===== config.mk =====
export PLATFORM = sky130hd
export DESIGN_NAME = pipe_hazard_ctrl
export DESIGN_NICKNAME = d
export VERILOG_FILES = /design/src/rtl/pipe_hazard_ctrl.sv
export SDC_FILE = /design/constraint.sdc
export NUM_CORES = 1
export LEC_CHECK = 0
export ABC_AREA = 1
export ABC_CLOCK_PERIOD_IN_PS = 1500
export CAP_MARGIN = 10
export CORE_MARGIN = 4
export CORE_UTILIZATION = 40
export DETAILED_ROUTE_END_ITERATION = 10
export PLACE_DENSITY_LB_ADDON = 0.08
export SLEW_MARGIN = 30
export SYNTH_ARGS = -nofsm -noshare
export SYNTH_HDL_FRONTEND = slang
export SYNTH_SLANG_ARGS = --single-unit

===== constraint.sdc =====
create_clock -name clk -period 1.5 [get_ports clk]
set_input_delay 0.15 -clock clk [delete_from_list [all_inputs] [get_ports clk]]
set_output_delay 0.15 -clock clk [all_outputs]
set_load 0.1 [all_outputs]

===== src/rtl/pipe_hazard_ctrl.sv =====
// Hazard/freeze control for the 5-stage MIPS pipeline: load-use stall, branch flush, memory-wait freeze.
// Optional HAZARD_PERF_EN adds saturating performance counters for freeze, load-use and flush cycles.
module pipe_hazard_ctrl #(
  parameter int MEM_LAT = 4,
  parameter int CNT_W   = 4
) (
  input  logic       clk,
  input  logic       rst,
  input  logic [4:0] id_src1,
  input  logic [4:0] id_src2,
  input  logic       id_two_src,
  input  logic [4:0] exe_dest,
  input  logic       exe_wb_en,
  input  logic       exe_mem_read,
  input  logic       branch_taken,
  input  logic       mem_req,
  output logic       if_stall,
  output logic       if_flush,
  output logic       id_bubble,
  output logic       freeze,
  output logic       mem_done
`ifdef HAZARD_PERF_EN
  ,
  output logic [31:0] perf_freeze_cyc,
  output logic [31:0] perf_lu_stall,
  output logic [31:0] perf_flush
`endif
);

  typedef enum logic [1:0] {IDLE, WAIT, DONE} state_t;

  state_t           state, state_next;
  logic [CNT_W-1:0] cnt, cnt_next;
  logic             load_use;
  logic             lu_stall;

  assign load_use = exe_mem_read && exe_wb_en && (exe_dest != 5'd0) &&
                    ((exe_dest == id_src1) || (id_two_src && (exe_dest == id_src2)));

  always_ff @(posedge clk or negedge rst) begin
    if (!rst) begin
      state <= IDLE;
      cnt   <= '0;
    end else begin
      state <= state_next;
      cnt   <= cnt_next;
    end
  end

  always_comb begin
    state_next = state;
    cnt_next   = cnt;
    if_stall   = 1'b0;
    if_flush   = 1'b0;
    id_bubble  = 1'b0;
    freeze     = 1'b0;
    mem_done   = 1'b0;
    lu_stall   = 1'b0;
    // DONE ignores mem_req: the finished instruction is still sitting in MEM
    if ((state == IDLE && mem_req) || state == WAIT) begin
      freeze   = 1'b1;
      if_stall = 1'b1;
    end else if (branch_taken) begin
      if_flush  = 1'b1;
      id_bubble = 1'b1;
    end else if (load_use) begin
      if_stall  = 1'b1;
      id_bubble = 1'b1;
      lu_stall  = 1'b1;
    end
    case (state)
      IDLE: begin
        if (mem_req) begin
          if (MEM_LAT == 1) begin
            state_next = DONE;
          end else begin
            state_next = WAIT;
            cnt_next   = CNT_W'(MEM_LAT - 2);
          end
        end
      end
      WAIT: begin
        if (cnt == '0) state_next = DONE;
        else           cnt_next   = cnt - 1'b1;
      end
      DONE: begin
        mem_done   = 1'b1;
        state_next = IDLE;
      end
      default: state_next = IDLE;
    endcase
  end

`ifdef HAZARD_PERF_EN
  always_ff @(posedge clk or negedge rst) begin
    if (!rst) begin
      perf_freeze_cyc <= '0;
      perf_lu_stall   <= '0;
      perf_flush      <= '0;
    end else begin
      if (freeze && perf_freeze_cyc != 32'hFFFF_FFFF) perf_freeze_cyc <= perf_freeze_cyc + 1'b1;
      if (lu_stall && perf_lu_stall != 32'hFFFF_FFFF) perf_lu_stall <= perf_lu_stall + 1'b1;
      if (if_flush && perf_flush != 32'hFFFF_FFFF)    perf_flush <= perf_flush + 1'b1;
    end
  end
`endif

endmodule


==> impl_metrics.env, run 1 <==
export IMPL_clock_path_buffers=2
export IMPL_synth_largest_area_cell="dfrtp_1"
export IMPL_dr_pass1_iters=4
export IMPL_cp_required_ns=1.35
export IMPL_antenna_cells=0
export IMPL_area_growth_pct=77.1
export IMPL_drive_gt1_frac=0.304
export IMPL_power_leakage_nw=0.577
export IMPL_status="complete, no violations"
export IMPL_dp_cells=140
export IMPL_worst_hold_slack_ns=0.121
export IMPL_tritoncts="yes"
export IMPL_grt_first_pass_wirelength_um=2670
export IMPL_fmax_mhz=667
export IMPL_synthXorXnorAreaFrac=0.0149
export IMPL_final_cells=150
export IMPL_reg2reg_from="state[1]$_DFFE_PN0P_"
export IMPL_postLayoutCoreUtil=0.773
export IMPL_hold_viol_final=0
export IMPL_drt_iter0_markers=13
export IMPL_vias=685
export IMPL_cp_start_kind="register"
export IMPL_die_w_um=46.4
export IMPL_gp_congestion=0.789
export IMPL_netlist_area_um2=589
export IMPL_insertion_delay_ns=0.26
export IMPL_clk_pin_slew_worst_paths_ns=0.05
export IMPL_cts_hold_buf=0
export IMPL_start_util=0.437
export IMPL_drc=0
export IMPL_wirelength_um=1490
export IMPL_drt_wirelength_per_cell_um=9.95
export IMPL_ir_drop_uv=1510
export IMPL_postSynthCellCount=97
export IMPL_synthesis_nets=121
export IMPL_cts_inserted_buffers=3
export IMPL_synth_fa_ha_area_frac=0.0425
export IMPL_syn_area_per_cell_um2=6.08
export IMPL_ctsRootBufferMaster="clkbuf_4"
export IMPL_max_slew_margin=0.825
export IMPL_design_area_um2=1040
export IMPL_critPathKind="reg -> out"
export IMPL_portBuffers=26
export IMPL_grt_ovfl_total=0
export IMPL_grt_setup_unrepaired="true"
export IMPL_grt_start_max_net_pins=7
export IMPL_muxShareOfSynthArea=0
export IMPL_post_route_min_period_ns=1.50
export IMPL_synth_top_family_by_area="simple AND/OR/NAND/NOR gates"
export IMPL_h_tree_depth=1
export IMPL_hold_class="in -> async"
export IMPL_synth_seq_cells=6
export IMPL_final_setup_viol_count=0
export IMPL_maxCapViolCount=0
export IMPL_antenna_found_initial=0
export IMPL_ioPinCount=27
export IMPL_fin_total_pwr_mw=1.80
export IMPL_synth_simple_area_share=0.484
export IMPL_min_period_over_period=0.999
export IMPL_grt_pass1_vias=731
export IMPL_core_area_um2=1350
export IMPL_endpoint_kind="output pin"
export IMPL_synth_compound_area_share=0.0446
export IMPL_rows=13
export IMPL_critPathLaunch="state[1]$_DFFE_PN0P_"
export IMPL_post_dp_cell_area_um2=945
export IMPL_die_h_um=46.4
export IMPL_via_per_inst=4.57
export IMPL_p_per_area_nw_per_um2=1720
export IMPL_nets=161
export IMPL_synthArstFlopShare=1.00
export IMPL_detail_route_antenna_nets=0
export IMPL_setup_tns_ns=0
export IMPL_cp_data_arrival_time_ns=1.35
export IMPL_fin_ws_ns=0.00179
export IMPL_die_area_um2=2150
export IMPL_ys_warn_count=0
export IMPL_preCtsSetupSlack_ns=-0.129
export IMPL_fin_skew_ns=0.00966
export IMPL_cts_sinks=6
export IMPL_track_usage=0.173
export IMPL_synth_top_area_share=0.255
export IMPL_synth_seq_area_share=0.255
export IMPL_synth_edf_count=0
export IMPL_dp_hpwl_um=1220
export IMPL_synth_area_top_cells="dfrtp_1 25%, nand2_1 19%, inv_1 9.6%"
export IMPL_synth_cell_types=18
export IMPL_synthTopCellsByCount="30 x nand2_1, 15 x inv_1, 11 x nor2_1"
export IMPL_ys_flop_type="dfrtp_1"
export IMPL_post_synth_top_count_cell="nand2_1"
export IMPL_critPathMaxFanout=4
export IMPL_nFillCells=115
export IMPL_worstMarginPinSlew_ns=0.262
export IMPL_finalMaxSlewViolations=0
==> logic make-up (layout without fill, tap and decap cells) <==
family | Yosys count | count (layout)
xor gates and xnor gates | 1 | 1
buffers and inverters | 25 | 63
DFF | 6 | 6
AOI/OAI and AO/OA | 5 | 5
and+or+nand+nor | 58 | 58
adders and majority gates | 2 | 2
==> path summary, 6_finish.rpt <==
check	end	slack, ns	cells past startpoint
max in group asynchronous	cnt[1]$_DFFE_PN0P_	1.16	1
hold / removal	state[1]$_DFFE_PN0P_	0.12	1
setup / recovery	freeze	0.002	6
min in group clk	cnt[0]$_DFFE_PN0P_	0.47	1
setup reg to reg	cnt[1]$_DFFE_PN0P_	0.26	7
hold reg to reg	cnt[0]$_DFFE_PN0P_	0.47	1
==> registers in the layout, indices dropped and copies added (netlist names) <==
| register | cells |
|---|---|
| state | 2 |
| cnt | 4 |
==> cells in the final DEF (no fill, tap or decap), types with 2 or more instances in the layout <==
cell,count
clkdlybuf4s15_1,2
dlygate4sd2_1,12
nor3_2,2
clkinv_1,2
inv_2,6
nor2_1,10
nand3_1,5
buf_4,8
nor2_4,2
dfrtp_1,6
nand2_1,26
inv_4,2
nand2_2,3
nand2_4,3
nand3_2,3
inv_1,14
clkbuf_4,3
a21oi_1,3
ha_1,2
buf_12,5
clkdlybuf4s50_1,6
==> critical path, stage by stage (launching register included) <==
cell and delay [ns]:
dfrtp_1 0.39, buf_6 0.13, nor2_4 0.14, nor2_4 0.08, buf_4 0.14, inv_4 0.05, buf_12 0.16
==> final cells by class <==
class / count / area, um2 / share of cell area
multi-input combinational: 66 / 380 / 0.365
timing repair buffer: 35 / 369 / 0.354
sequential: 6 / 150 / 0.144
inverter: 25 / 103 / 0.0983
clock buffer: 3 / 22.5 / 0.0216
tap: 15 / 18.8 / 0.0180
==> what timing repair did <==
item	in CTS	in global routing
gates resized for setup	17	9
buffers inserted	6	1
setup endpoints to repair	3	4
pin swaps	11	8
==> power breakdown <==
part | internal (mW) | switching (mW) | total, mW | leakage, nW
Clock | 0.0911 | 0.0679 | 0.159 | 0.0138
Sequential | 0.228 | 0.0366 | 0.264 | 0.0729
Combinational | 0.531 | 0.844 | 1.37 | 0.490
Total | 0.850 | 0.948 | 1.80 | 0.577
==> routing by layer <==
metal  wire, um  vias up  track usage  part of all wire
met3        139        2       0.0625             0.093
met2        755       20        0.327              0.51
met4         15        0       0.0341             0.010
li1           -      371            -                 -
met1        582      292        0.179              0.39
met5          0        -            0                 0
Note: power is estimated with default switching activity, not from simulation.
==> run 2: changes to the inputs <==
--- a/config.mk
+++ b/config.mk
@@ -12,7 +12,7 @@
 export CORE_UTILIZATION = 40
 export DETAILED_ROUTE_END_ITERATION = 10
 export PLACE_DENSITY_LB_ADDON = 0.08
-export SLEW_MARGIN = 30
+export SLEW_MARGIN = 20
 export SYNTH_ARGS = -nofsm -noshare
 export SYNTH_HDL_FRONTEND = slang
 export SYNTH_SLANG_ARGS = --single-unit
==> results of run 2 <==
Same layout as run 1: the final DEF is identical, and so are final timing and power.
